## src/rtl/cond_unit.sv

```systemverilog
// Execute-stage condition unit: NZCV flag register, condition check, gating of write/branch controls into E->M.
// Latency: CondExE/BranchTakenE combinational; gated controls and flags registered, visible 1 cycle later.
// Backpressure: EnableE=0 holds all state (even with FlushE=1); FlushE=1 with EnableE=1 loads a bubble.
// Optional macro CONDFAIL_CNT_EN adds a saturating failed-condition counter on CondFailCount.
module cond_unit #(
  parameter int CNT_WIDTH = 16
) (
  input  logic                 clk,
  input  logic                 reset,
  input  logic                 EnableE,
  input  logic                 FlushE,
  input  logic [3:0]           CondE,
  input  logic [1:0]           FlagWriteE,
  input  logic [3:0]           ALUFlags,
  input  logic                 PCSrcE,
  input  logic                 RegWriteE,
  input  logic                 MemWriteE,
  input  logic                 BranchE,
  output logic                 CondExE,
  output logic                 BranchTakenE,
  output logic [3:0]           Flags,
  output logic                 PCSrcM,
  output logic                 RegWriteM,
  output logic                 MemWriteM,
  output logic [CNT_WIDTH-1:0] CondFailCount
);

  logic [3:0] flags_q, flags_d;
  logic       pc_src_m_q, pc_src_m_d;
  logic       reg_write_m_q, reg_write_m_d;
  logic       mem_write_m_q, mem_write_m_d;
  logic       cond_pass;
  logic       flag_n, flag_z, flag_c, flag_v;

  // The check always looks at the registered flags, never this instruction's ALUFlags.
  assign flag_n = flags_q[3];
  assign flag_z = flags_q[2];
  assign flag_c = flags_q[1];
  assign flag_v = flags_q[0];

  // Decode the ARM condition field against the current flag register.
  always_comb begin
    cond_pass = 1'b1;
    case (CondE)
      4'b0000: cond_pass = flag_z;
      4'b0001: cond_pass = ~flag_z;
      4'b0010: cond_pass = flag_c;
      4'b0011: cond_pass = ~flag_c;
      4'b0100: cond_pass = flag_n;
      4'b0101: cond_pass = ~flag_n;
      4'b0110: cond_pass = flag_v;
      4'b0111: cond_pass = ~flag_v;
      4'b1000: cond_pass = flag_c & ~flag_z;
      4'b1001: cond_pass = ~flag_c | flag_z;
      4'b1010: cond_pass = (flag_n == flag_v);
      4'b1011: cond_pass = (flag_n != flag_v);
      4'b1100: cond_pass = ~flag_z & (flag_n == flag_v);
      4'b1101: cond_pass = flag_z | (flag_n != flag_v);
      default: cond_pass = 1'b1;  // AL and the unconditional encoding
    endcase
  end

  assign CondExE      = cond_pass & ~FlushE;
  assign BranchTakenE = BranchE & CondExE;

  // Next-state for flags and the E->M control register; a flush zeroes controls via CondExE.
  always_comb begin
    flags_d       = flags_q;
    pc_src_m_d    = pc_src_m_q;
    reg_write_m_d = reg_write_m_q;
    mem_write_m_d = mem_write_m_q;
    if (EnableE) begin
      if (CondExE) begin
        if (FlagWriteE[1]) flags_d[3:2] = ALUFlags[3:2];
        if (FlagWriteE[0]) flags_d[1:0] = ALUFlags[1:0];
      end
      pc_src_m_d    = (PCSrcE | BranchE) & CondExE;
      reg_write_m_d = RegWriteE & CondExE;
      mem_write_m_d = MemWriteE & CondExE;
    end
  end

  // Flag and pipeline registers, cleared asynchronously by reset.
  always_ff @(posedge clk or negedge reset) begin
    if (!reset) begin
      flags_q       <= 4'b0000;
      pc_src_m_q    <= 1'b0;
      reg_write_m_q <= 1'b0;
      mem_write_m_q <= 1'b0;
    end else begin
      flags_q       <= flags_d;
      pc_src_m_q    <= pc_src_m_d;
      reg_write_m_q <= reg_write_m_d;
      mem_write_m_q <= mem_write_m_d;
    end
  end

  assign Flags     = flags_q;
  assign PCSrcM    = pc_src_m_q;
  assign RegWriteM = reg_write_m_q;
  assign MemWriteM = mem_write_m_q;

`ifdef CONDFAIL_CNT_EN
  logic [CNT_WIDTH-1:0] cnt_q, cnt_d;

  // Count real (non-flushed, advancing) instructions whose condition failed; stick at all-ones.
  always_comb begin
    cnt_d = cnt_q;
    if (EnableE && !FlushE && !cond_pass && (cnt_q != {CNT_WIDTH{1'b1}}))
      cnt_d = cnt_q + CNT_WIDTH'(1);
  end

  // Counter register, cleared only by reset.
  always_ff @(posedge clk or negedge reset) begin
    if (!reset) cnt_q <= '0;
    else        cnt_q <= cnt_d;
  end

  assign CondFailCount = cnt_q;
`else
  assign CondFailCount = '0;
`endif

endmodule

```

## config.mk

```make
export PLATFORM = sky130hd
export DESIGN_NAME = cond_unit
export DESIGN_NICKNAME = d
export VERILOG_FILES = /design/src/rtl/cond_unit.sv
export SDC_FILE = /design/constraint.sdc
export NUM_CORES = 1
export LEC_CHECK = 0
export BUFFER_PORTS_ARGS = -buffer_cell sky130_fd_sc_hd__buf_2
export CAP_MARGIN = 40
export CORE_MARGIN = 5
export CORE_UTILIZATION = 42
export DETAILED_ROUTE_END_ITERATION = 16
export PLACE_DENSITY = 0.93
export SLEW_MARGIN = 40
export SYNTH_ARGS = -nofsm -noshare
export SYNTH_HDL_FRONTEND = slang
export SYNTH_SLANG_ARGS = --single-unit
```

## constraint.sdc

```tcl
create_clock -name clk -period 3.5 [get_ports clk]
set_input_delay 0 -clock clk [delete_from_list [all_inputs] [get_ports clk]]
set_output_delay 0 -clock clk [all_outputs]
set_load 0.01 [all_outputs]
```

==> impl_metrics.py <==
metrics = {
    "run_status": {
        "status": "complete, no violations",
    },
    "global_route": {
        "grt_overflow": 0,
        "grt_first_pass_wirelength_um": 2240,
        "antenna_found_initial": 0,
        "grt_use_total_pct": 14.6,
        "grt_max_degree": 9,
        "grt_pass1_vias": 513,
    },
    "placed_design": {
        "dp_hpwl_um": 1060,
        "placed_area_um2": 672,
        "io_buffers": 26,
        "gp_congestion": 0.690,
    },
    "clock_tree": {
        "tritoncts": "built",
        "root_buffer": "clkbuf_4",
        "postCtsSetupBuffers": 0,
        "clk_path_buf_depth": 2,
        "cts-htree-levels": 1,
        "cts_sinks": 7,
        "cts_resized": 0,
        "cts_buffers": 3,
        "path_clk_slew_ns": 0.05,
        "clock_latency_ns": 0.25,
    },
    "cells_and_area": {
        "drive_above_1_share_pct": 33.7,
        "n_antenna_cell": 0,
        "nets": 117,
        "nFillCells": 112,
        "fin_util_pct": 58.3,
        "stdcell_area_um2": 768,
        "final_common_cell": "buf_2",
        "area_growth_pct": 30.1,
        "mostFrequentLayoutCells": "26 x buf_2, 16 x conb_1, 7 x dfrtp_1, 7 x inv_1, 7 x dlygate4sd3_1",
    },
    "sta": {
        "drv_slew": 0,
        "whs_ns": 0.0420,
        "finClkSkew_ns": 0.00442,
        "period_share_pct": 56.1,
        "min_period_ns": 1.96,
        "hold_viol": 0,
        "setup_viol": 0,
        "rsz0062_at_grt": "false",
        "fmax_ghz": 0.509,
        "setup_tns_ns": 0,
    },
    "floorplan": {
        "row_count": 13,
        "dieHeight_um": 47.5,
        "ios": 43,
        "die_x_um": 47.5,
        "start_util_pct": 44.8,
        "fp.dieArea_um2": 2260,
        "core_um2": 1320,
    },
    "detailed_routing": {
        "dr.pass1.iters": 4,
        "routed_via_density": 4.59,
        "wl_per_cell_um": 12.4,
        "drc": 0,
        "route.vias.total": 519,
        "drt_iter0_drc": 6,
        "wl_um": 1400,
        "postRouteAntennaNets": 0,
    },
    "yosys": {
        "yosysWarnings": 0,
        "synth_area_um2": 591,
        "synthCells": 63,
        "synth_seq_area_share_pct": 29.7,
        "synth.distinct_cells": 22,
        "ys_ff_latch": 7,
        "avgSynthCellArea_um2": 9.37,
    },
    "run": {
        "cap_violations": 0,
    },
    "critical_path": {
        "critical_path_arrival_ns": 1.96,
        "crit_fanout": 5,
        "r2r_setup_slack_ns": 1.60,
        "end_kind": "output pin",
        "rr_startpoint": "Flags[3]",
        "cp-start-kind": "register",
        "crit_required_ns": 3.50,
        "path_class": "register to output pin",
        "timing.critical_path.from": "Flags[3]",
    },
    "hold_path": {
        "hp-class": "input pin to register",
        "worstHoldStart": "EnableE",
    },
    "power_and_ir_drop": {
        "p_leak_nw": 0.417,
        "p_per_area_nw_per_um2": 502,
        "ir_worst_vdd_mv": 0.303,
    },
}
layer usage:
metal  up-vias  GRT usage [%]  share of wire, %
li1        248              -                 -
met1       234           17.4                37
met2        33           23.5                46
met3         4           4.14                15
met4         0           8.29               2.1
met5         -              0                 0
critical path, cell delays in order (launching register included):
cell and delay [ns]:
dfrtp_1 0.44, xor3_1 0.38, a41oi_2 0.22, o211ai_2 0.14
or2_1 0.29, nor2_1 0.10, buf_2 0.13
synthesized netlist by cell type:
master	number	area [um2]
mux2_1	4	45.0
inv_1	7	26.3
or2b_1	1	7.51
o21ai_0	2	10.0
conb_1	1	3.75
o211ai_2	1	12.5
nor4bb_1	1	10.0
buf_4	16	120
or3_1	1	6.26
mux2i_1	3	30.0
buf_1	1	3.75
nand2_1	4	15.0
nand2b_1	1	6.26
o22ai_1	3	18.8
nor2_1	2	7.51
xnor2_1	2	17.5
a41oi_2	1	16.3
dfrtp_1	7	175
or2_1	1	6.26
nor3_2	2	20.0
a41oi_1	1	8.76
xor3_1	1	23.8
per-stage QoR:
step	std cells	power (W)	setup WS, ns
floorplan	78	0.000258	1.70
global placement	102	0.000298	1.68
detailed placement	102	0.000306	1.61
CTS	112	0.000385	1.53
global route	113	0.000418	1.39
finish	113	0.000385	1.54
power by group:
group	internal (W)	switching [W]	total [W]
clock	0.0000435	0.0000301	0.0000736
sequential	0.000107	0.0000310	0.000138
combinational	0.0000890	0.0000849	0.000174
cells by family after synthesis:
| family | count (synthesis) | share of synthesized area [%] |
|---|---|---|
| xor gates and xnor gates | 3 | 6.99 |
| AOI/OAI and AO/OA | 8 | 11.2 |
| and+or+nand+nor | 13 | 13.3 |
| DFF | 7 | 29.7 |
| other | 1 | 0.635 |
| muxes | 7 | 12.7 |
| buffers and inverters | 24 | 25.4 |
state kept, by name, summed over array words and instances (netlist names):
signal,flops
PCSrcM,1
Flags,4
RegWriteM,1
MemWriteM,1
final cells by class:
class	instances	area, um2	share of cell area (%)
Multi-Input combinational cell	47	322	41.9
Timing Repair Buffer	33	200	26.1
Sequential cell	7	175	22.8
Clock buffer	4	26.3	3.42
Inverter	7	26.3	3.42
Tap cell	15	18.8	2.44
worst paths after layout:
| check | endpoint | cells past startpoint |
|---|---|---|
| max in group asynchronous | Flags[2] | 2 |
| setup reg to reg | Flags[3] | 5 |
| setup / recovery | BranchTakenE | 6 |
| min in group asynchronous | PCSrcM | 2 |
| hold reg to reg | Flags[1] | 1 |
| hold / removal | MemWriteM | 2 |
repair_timing:
| item | CTS | global route |
|---|---|---|
| setup endpoints to repair | 0 | 0 |
| hold buffers | 6 | 1 |
| endpoints found under the hold margin | 12 | 1 |
Power figures use the tool's default switching activity.
